File: config.mk
export PLATFORM = sky130hd
export DESIGN_NAME = fifo_ms_rr_drain
export DESIGN_NICKNAME = d
export VERILOG_FILES = /design/src/rtl/fifo_ms_rr_drain.sv
export SDC_FILE = /design/constraint.sdc
export NUM_CORES = 1
export LEC_CHECK = 0
export ABC_CLOCK_PERIOD_IN_PS = 2600
export CAP_MARGIN = 20
export CORE_MARGIN = 3
export CORE_UTILIZATION = 46
export CTS_BUF_LIST = sky130_fd_sc_hd__clkbuf_8
export DETAILED_ROUTE_END_ITERATION = 6
export PLACE_DENSITY = 0.78
export SKIP_LAST_GASP = 1
export SYNTH_ARGS = -nofsm -noshare
export SYNTH_HDL_FRONTEND = slang
export SYNTH_SLANG_ARGS = --single-unit
File: constraint.sdc
create_clock -name clk -period 2.6 [get_ports clk]
set_input_delay 0.26 -clock clk [delete_from_list [all_inputs] [get_ports clk]]
set_output_delay 0.26 -clock clk [all_outputs]
set_load 0.01 [all_outputs]
File: src/rtl/fifo_ms_rr_drain.sv
// Round-robin drain for the multi-stream FIFO: grants one non-empty flow per cycle, absorbs the
// one-cycle read latency in a 2-entry buffer and merges all flows onto one valid/ready stream.
module fifo_ms_rr_drain #(
  parameter int DATA_WIDTH = 8,
  parameter int FLUX       = 2,
  localparam int TAG_W     = $clog2(FLUX)
) (
  input  logic                        clk,
  input  logic                        rst,
  input  logic [FLUX-1:0]             fifo_empty,
  output logic [FLUX-1:0]             fifo_read,
  input  logic [TAG_W+DATA_WIDTH-1:0] fifo_dout,
  output logic                        m_valid,
  input  logic                        m_ready,
  output logic [TAG_W-1:0]            m_tag,
  output logic [DATA_WIDTH-1:0]       m_data,
  output logic                        tag_err
);

  localparam int WORD_W = TAG_W + DATA_WIDTH;

  logic [TAG_W-1:0]  rr_ptr_reg;
  logic [TAG_W-1:0]  inflight_id_reg;
  logic              inflight_reg;
  logic [1:0]        occ_reg;
  logic              head_reg;
  logic              tag_err_reg;
  logic [WORD_W-1:0] buf_mem [2];

  logic              pop;
  logic              issue_ok;
  logic              any_req;
  logic              issue;
  logic [TAG_W-1:0]  grant;
  logic [TAG_W-1:0]  rr_next;
  logic [TAG_W:0]    idx_w;
  logic              tail;
  logic [1:0]        occ_next;

  assign pop      = m_valid & m_ready;
  // Buffered words plus the one in flight, less the one leaving, must leave a free slot.
  assign issue_ok = ({1'b0, occ_reg} + {2'b00, inflight_reg} - {2'b00, pop}) < 3'd2;

  // Walk the flows from the highest offset down so the last hit is the nearest to rr_ptr.
  always_comb begin
    grant   = rr_ptr_reg;
    any_req = 1'b0;
    idx_w   = '0;
    for (int k = FLUX - 1; k >= 0; k--) begin
      idx_w = {1'b0, rr_ptr_reg} + (TAG_W + 1)'(k);
      if (idx_w >= (TAG_W + 1)'(FLUX)) begin
        idx_w = idx_w - (TAG_W + 1)'(FLUX);
      end
      if (!fifo_empty[idx_w[TAG_W-1:0]]) begin
        grant   = idx_w[TAG_W-1:0];
        any_req = 1'b1;
      end
    end
  end

  // Gated by rst so the strobe drops the instant reset is asserted.
  assign issue   = rst & issue_ok & any_req;
  assign rr_next = (grant == TAG_W'(FLUX - 1)) ? '0 : grant + 1'b1;

  genvar gi;
  generate
    for (gi = 0; gi < FLUX; gi++) begin : g_read
      assign fifo_read[gi] = issue & (grant == TAG_W'(gi));
    end
  endgenerate

  assign tail     = head_reg ^ occ_reg[0];
  assign occ_next = occ_reg + {1'b0, inflight_reg} - {1'b0, pop};

  always_ff @(posedge clk or negedge rst) begin
    if (!rst) begin
      rr_ptr_reg      <= '0;
      inflight_id_reg <= '0;
      inflight_reg    <= 1'b0;
      occ_reg         <= 2'd0;
      head_reg        <= 1'b0;
      tag_err_reg     <= 1'b0;
      buf_mem[0]      <= '0;
      buf_mem[1]      <= '0;
    end else begin
      inflight_reg <= issue;
      if (issue) begin
        inflight_id_reg <= grant;
        rr_ptr_reg      <= rr_next;
      end
      // A returning word is always forwarded, even when its tag disagrees with the grant.
      if (inflight_reg) begin
        buf_mem[tail] <= fifo_dout;
        if (fifo_dout[WORD_W-1:DATA_WIDTH] != inflight_id_reg) begin
          tag_err_reg <= 1'b1;
        end
      end
      occ_reg <= occ_next;
      if (pop) begin
        head_reg <= ~head_reg;
      end
    end
  end

  assign m_valid          = (occ_reg != 2'd0);
  assign {m_tag, m_data}  = buf_mem[head_reg];
  assign tag_err          = tag_err_reg;

endmodule

## Yosys cells after proc, flatten, opt, wreduce, memory -nomap -nowiden

Cells that the tools add are included.
Widths: inputs -> output; s select.

- Flip-flop bits (word level): 25
- Input port bits: 14
- Output and inout bits: 13
- Logic and storage cells: 55

- Equal/unequal tests: 1
- $lt $le $gt $ge: 8
- Reductions and logical operators: 3
- Muxes and demuxes: 17
- Add/subtract/negate cells: 8
- Bitwise operators: 10

Operator list:

| cell | number |
|---|---|
| $mux 9 | 4 |
| $bwmux 18 | 1 |
| $mux 1 | 11 |
| $demux 9 s1 | 1 |
| $ge 2x2->1 const B | 3 |
| $and 1x1->1 | 5 |
| $lt 1x2->1 const B | 2 |
| $not 1->2 | 2 |
| $add 2x1->3 | 1 |
| $lt 3x2->1 const B | 1 |
| $sub 3x1->3 | 1 |
| $add 1x1->2 const B | 1 |
| $add 2x1->2 | 1 |
| $ge 1x2->1 const B | 1 |
| $lt 2x1->1 const B | 1 |
| $not 1->1 | 2 |
| $reduce_and 2->1 | 1 |
| $reduce_bool 2->1 | 1 |
| $sub 1x1->1 const B | 2 |
| $sub 2x1->2 | 1 |
| $add 1x1->1 const B | 1 |
| $logic_and 1x1->1 | 1 |
| $ne 1x1->1 | 1 |
| $xor 1x1->1 | 1 |

## Depth between registers and ports, before layout

Gate-level depths: netlist (run 1).

- Word-level depth: 9
- Mapped depth: 9
- Depth with buffers taken out: 9

## Worst setup path after synthesis (run 1)

OpenSTA, ideal clock, no wires.

- Path kind: register -> output
- From: reg occ_reg[0]
- To: out fifo_read[0]
- Required time: 2.340 ns
- Setup slack: -0.141 ns
- Path buffers: 0
- Cell stages (with the launch flop): 10
- Data arrival time: 2.481 ns
- Cells stage by stage: dfrtp_1 or2_1 and2_1 ha_1 inv_1 ha_1 fa_1 nand2b_1 or2_4 nor3_1

- Cells in the longest elaborated chain, start to end: 7
- Elaborated cells on any way between the ends: 8
- Those cells by class: 2 x add/sub; 1 x order compare; 4 x bitwise; 1 x reduce/logical

Ends and longest elaborated chain:

| item | line | text |
|---|---|---|
| start, declared | 25 | `logic [1:0] occ_reg;` |
| start signal, assigned | 98 | `occ_reg <= occ_next;` |
| $reduce_bool 2->1 | 105 | `assign m_valid = (occ_reg != 2'd0);` |
| named net m_valid | 13 | `output logic m_valid,` |
| $and 1x1->1 | 40 | `assign pop = m_valid & m_ready;` |
| named net pop | 30 | `logic pop;` |
| $sub 3x1->3 | 42 | `assign issue_ok = ({1'b0, occ_reg} + {2'b00, inflight_reg} - {2'b00, pop}) < 3'd2;` |
| $lt 3x2->1 | 42 |  |
| $and 1x1->1 (2 in series) | 62 | `assign issue = rst & issue_ok & any_req;` |
| $and 1x1->1 | 68 | `assign fifo_read[gi] = issue & (grant == TAG_W'(gi));` |
| end, declared | 11 | `output logic [FLUX-1:0] fifo_read,` |

The timed path passes the listed nets, and every way through them passes these cells.

## Worst setup path after layout (run 1)

- From: reg occ_reg[0]
- To: out fifo_read[0]

- Cells in the longest elaborated chain, start to end: 7
- Elaborated cells on any way between the ends: 8
- Those cells by class: 2 x add/sub; 1 x order compare; 4 x bitwise; 1 x reduce/logical

Ends and longest elaborated chain:

| item | line |
|---|---|
| $reduce_bool 2->1 | 105 |
| $and 1x1->1 | 40 |
| named net pop | 30 |
| $sub 3x1->3 | 42 |
| $lt 3x2->1 | 42 |
| $and 1x1->1 (2 in series) | 62 |
| $and 1x1->1 | 68 |

The timed path passes the listed nets, and every way through them passes these cells.

==> results of run 1 <==
[layout by cell type (no fill, tap or decap), types with 2 or more instances in the layout]
master           instances
or2_4                    2
mux2_4                   9
clkbuf_8                 3
dfrtp_1                 25
mux2_1                   9
inv_1                    3
buf_6                    2
buf_4                   12
o31ai_1                  2
clkdlybuf4s50_1         24
buf_2                    2
xor2_1                   2
ha_4                     2
nor3_4                   2
mux2_2                   9
[critical path, stage by stage (launching register included)]
cell and delay (ns):
dfrtp_1 0.39, or2_4 0.26, and2_4 0.15, ha_4 0.26, inv_2 0.04, ha_4 0.14
fa_2 0.42, nand2b_4 0.16, or2_4 0.25, nor3_4 0.10, buf_2 0.15
[synthesized netlist by cell type, types with 2 or more instances]
| cell type | number | area, um2 |
|---|---|---|
| xor2_1 | 2 | 17.5 |
| inv_1 | 4 | 15.0 |
| xnor2_1 | 2 | 17.5 |
| mux2_2 | 9 | 101 |
| nor3_1 | 2 | 10.0 |
| nand2b_1 | 2 | 12.5 |
| ha_1 | 2 | 25.0 |
| o31ai_1 | 2 | 15.0 |
| mux2_1 | 9 | 101 |
| mux2_4 | 9 | 135 |
| dfrtp_1 | 25 | 626 |
[metrics by stage]
stage | area (um2) | utilization [%] | cells | hold slack [ns]
global route | 1680 | 72.3 | 150 | 0.480
detailed placement | 1540 | 66.4 | 140 | 0.466
CTS | 1650 | 71.3 | 148 | 0.461
floorplan | 1200 | - | 80 | -0.0356
global placement | 1540 | 66.4 | 140 | 0.442
finish | 1680 | 72.3 | 150 | 0.465
[worst paths after layout]
kind	end	cells after the start
worst min-delay path	inflight_reg	2
worst max-delay path	fifo_read[0]	10
min in group clk	tag_err	1
worst max register to register	inflight_id_reg	11
max in group asynchronous	buf_mem[14]	2
worst min register to register	tag_err	1
[routing by layer]
layer | wire length [um] | global-route usage (%)
met1 | 1070 | 21.9
met5 | 0 | 0
met4 | 31 | 7.12
met2 | 1260 | 30.0
met3 | 109 | 2.53
[cell type report]
type / count / share of cell area [%]
flip-flops and latches: 25 / 37.3
multi-input cells: 49 / 35.1
repair buffers: 40 / 21.6
well taps: 28 / 2.09
inverters: 4 / 0.896
clock buffers: 3 / 2.46
clock inverters: 1 / 0.448
[logic make-up after synthesis]
family / after synthesis
mux: 27
simple gates: 9
flops: 25
fa+ha+maj: 3
compound gates: 6
xor+xnor: 4
buf+inv: 6
[power by group]
group	internal (W)	switching, W	total, W
combinational	0.000839	0.000476	0.00131
clock	0.000109	0.000130	0.000239
sequential	0.000593	0.000144	0.000737
[timing repair]
item                                    4_1_cts  5_1_grt
hold buffers                                  0        0
pin swaps                                     7        3
setup buffers                                 4        2
gates cloned                                  0        0
endpoints found under the hold margin         0        0
endpoints found under the setup margin        4        4
resized for setup                            16        2
==> qor.txt, run 1 <==
pin count of the biggest net entering global routing - 26
crit path kind - register to primary output
initial antenna violation count - 0
clk root buf - clkbuf_8
reg-to-reg slack, setup - -0.10 ns
Simple-Gate Fraction of Synth Area - 4.79%
mux share of post-synthesis cell area - 28.7%
synthesis-to-finish area growth - 42.6%
max frequency - 0.349 GHz
Clock Path Buffers - 2
initial DRC count - 7
placed wire-length estimate - 1690 um
setup TNS - -0.630 ns
ys async rst share - 100%
share of layout cells above drive strength 1 - 41.0%
via-per-instance ratio - 5.08
dpl ws - -0.554 ns
chip width - 56.6 um
GRT Util Overall - 17.5%
CP required - 2.34 ns
H-tree depth - 1
Mapped Avg Cell Area - 14.7 um2
pwr dens - 1370 nW/um2
max reg flops - 18
Yosys warning count - 0
vias in the first global route - 924
Final Cycle Share - 110%
worst reg2reg path startpoint - occ_reg[0]
fill cell count - 166
Post-synth EDFFs - 0
Slew Viols, Final - 0
drc violations - 0
Worst Path Arrival - 2.60 ns
Slew HR - 55.3%
WL final - 2470 um
final hold violations - 0
I/O pin cnt - 27
post-synthesis instance area - 1180 um2
first-pass GRT wire length - 4310 um
Max VDD drop - 0.929 mV
grt ovf - 0
DR vias - 762
Placeable Area - 2320 um2
IO Port Bufs - 26
CP Launch Point - occ_reg[0]
total CTS buffers - 3
Worst setup EP type - primary output
Clock transition at path regs - 0.09 ns
P_leak - 0.750 nW
Die H - 56.6 um
clock skew - 0.00335 ns
final worst slack - -0.261 ns
Setup-failing EPs final - 4
Seq/Total Area, Yosys - 53.2%
Worst Path Max Fanout - 2
Routed wire per std cell - 16.5 um
total power - 0.00229 W
placement row count - 17
Seq cells post-synth - 25
status - finished, violations left
unrepaired setup endpoints after global routing - yes
clock sinks - 25
Distinct cells, synth - 23
failing checks - setup timing
syn nets - 97
Initial Utilization - 50.7%
Final GP Congestion - 0.719
clk_lat worst skew - 0.27 ns
largest family of logic cells by synthesized area - multiplexers
xor/xnor cell area share of the yosys netlist - 2.98%
Synth Flop Type - dfrtp_1
Synth Area in Adders - 3.83%
HP Class - primary input to async pin
maxcap violations - 0
Least-Margin Pin Slew - 0.671 ns
Startpoint Class - register
area of the multi-input gates - 589 um2
CTS tree - yes
Mapped Cells - 80
crit path time final - 2.86 ns
drt pass-1 iters - 2
Post-layout nets - 140
register area - 626 um2
die area - 3200 um2
Detail Route Antenna Nets - 0
antenna cells - 0
post-synthesis compound-gate area fraction - 3.83%
(Power assumes the default switching activity.)
==> run 2: changes to the inputs <==
--- a/config.mk
+++ b/config.mk
@@ -5,13 +5,14 @@
 export SDC_FILE = /design/constraint.sdc
 export NUM_CORES = 1
 export LEC_CHECK = 0
+export ABC_AREA = 0
 export ABC_CLOCK_PERIOD_IN_PS = 2600
 export CAP_MARGIN = 20
 export CORE_MARGIN = 3
-export CORE_UTILIZATION = 46
+export CORE_UTILIZATION = 42
 export CTS_BUF_LIST = sky130_fd_sc_hd__clkbuf_8
 export DETAILED_ROUTE_END_ITERATION = 6
-export PLACE_DENSITY = 0.78
+export PLACE_DENSITY = 0.72
 export SKIP_LAST_GASP = 1
 export SYNTH_ARGS = -nofsm -noshare
 export SYNTH_HDL_FRONTEND = slang
==> qor.txt, run 2 (synthesis gave the netlist of run 1 again) <==
status - finished, violations left
failing checks - setup timing
Worst Setup EP - fifo_read[0]
P_leak - 0.737 nW
final non-filler cell total - 148
pin count of the biggest net entering global routing - 26
met3 Usage GRT - 1.97%
CTS Hold Bufs - 0
DR vias - 756
share of layout cells above drive strength 1 - 38.1%
Worst setup EP type - primary output
clock skew - 0.00557 ns
Die H - 58.9 um
CTS tree - yes
commonest non-fill, non-tap cell in the layout - dfrtp_1
final worst slack - -0.235 ns
Startpoint Class - register
Least-Margin Pin Slew - 0.656 ns
drc violations - 0
total CTS buffers - 3
GRT met1 Usage - 20.2%
CP Launch Point - occ_reg[1]
final hold violations - 0
Worst Path Max Fanout - 3
Slew HR - 56.2%
synthesis-to-finish area growth - 39.9%
clk root buf - clkbuf_8
antenna cells - 0
worst reg2reg path startpoint - occ_reg[1]
Setup-failing EPs final - 5
clk_lat worst skew - 0.26 ns
vias in the first global route - 871
chip width - 58.9 um
crit path kind - register to primary output
Initial Utilization - 45.8%
max frequency - 0.353 GHz
unrepaired setup endpoints after global routing - yes
I/O pin cnt - 27
initial DRC count - 16
pwr dens - 1340 nW/um2
placed wire-length estimate - 1640 um
area of the multi-input gates - 589 um2
max reg flops - 18
drt pass-1 iters - 4
HP Class - register to register
CP required - 2.34 ns
Slew Viols, Final - 0
Final Cycle Share - 109%
Worst Path Arrival - 2.58 ns
first-pass GRT wire length - 3930 um
fill cell count - 203
placed cells - 142
H-tree depth - 1
Max VDD drop - 0.752 mV
die area - 3470 um2
WL final - 2270 um
R2R Path End - inflight_id_reg
register area - 626 um2
Finished Core Util - 64.1%
most frequent cells in the layout - dfrtp_1 (25), clkdlybuf4s50_1 (24), mux2_2 (9), mux2_1 (9), mux2_4 (9)
Clock Path Buffers - 2
via-per-instance ratio - 5.11
Clock transition at path regs - 0.09 ns
Routed wire per std cell - 15.4 um
Placeable Area - 2570 um2
crit path time final - 2.84 ns
GRT Util Overall - 14.9%
GRT Max-Usage Layer - met2
met2 Usage GRT - 25.4%
reg-to-reg slack, setup - -0.21 ns
grt ovf - 0
placement row count - 18
clock sinks - 25
worst r2r path cells - 12
Post-layout nets - 136
IO Port Bufs - 26
Detail Route Antenna Nets - 0
Final GP Congestion - 0.682
initial antenna violation count - 0
maxcap violations - 0
-- run 2: cell types whose count changed in the layout (fill, tap and decap cells not counted), sizes merged --
cell	previous run	this run
clkinvlp	1	0
buf	16	12
inv	4	5
-- run 2: where the power goes --
group	switching, W	total [W]	internal [W]	leakage [nW]
Sequential	0.000138	0.000731	0.000593	0.292
Clock	0.000116	0.000221	0.000105	0.0269
Combinational	0.000450	0.00125	0.000800	0.418
-- run 2: worst min path at each step --
stage,endpoint,slack [ns],cells past startpoint,from
after floorplan,buf_mem[0],-0.04,0,rst
after global placement,tag_err,0.44,1,tag_err
after detailed placement,tag_err,0.45,1,tag_err
after CTS,tag_err,0.46,1,tag_err
after global routing,tag_err,0.48,1,tag_err
final,tag_err,0.46,1,tag_err
-- run 2: final cells by class --
class,count,area share [%]
Clock buffer,3,2.51
Clock inverter,1,0.228
Inverter,4,0.913
Multi-Input combinational cell,49,35.8
Sequential cell,25,38.0
Tap cell,30,2.28
Timing Repair Buffer,36,20.2
-- run 2: per-stage QoR --
stage                     power [W]  hold slack (ns)  setup TNS, ns  area, um2  setup slack (ns)
after global placement      0.00185            0.439          -1.03       1540            -0.486
after floorplan             0.00140          -0.0356              0       1200            0.0174
after global routing        0.00236            0.476          -1.17       1650            -0.326
final                       0.00220            0.459         -0.777       1650            -0.235
after detailed placement    0.00188            0.449          -1.18       1540            -0.518
after CTS                   0.00220            0.464         -0.844       1640            -0.296
-- run 2: critical path, cell delays in order (launching register included) --
cell and delay, ns:
dfrtp_1 0.39, or2_4 0.26, and2_4 0.15, ha_4 0.25, inv_2 0.04, ha_4 0.14
fa_2 0.42, nand2b_4 0.18, or2_4 0.25, nor3_4 0.09, buf_2 0.14
-- run 2: metal layers --
layer / vias up / share of wire (%)
li1: 355 / -
met1: 381 / 45
met2: 18 / 50
met3: 2 / 4.7
met4: 0 / 0.31
met5: - / 0
-- run 2: what timing repair did --
item,in CTS,in global routing
setup buffers,1,1
setup endpoints to repair,3,5
pin swaps,7,5
gates resized for setup,16,2
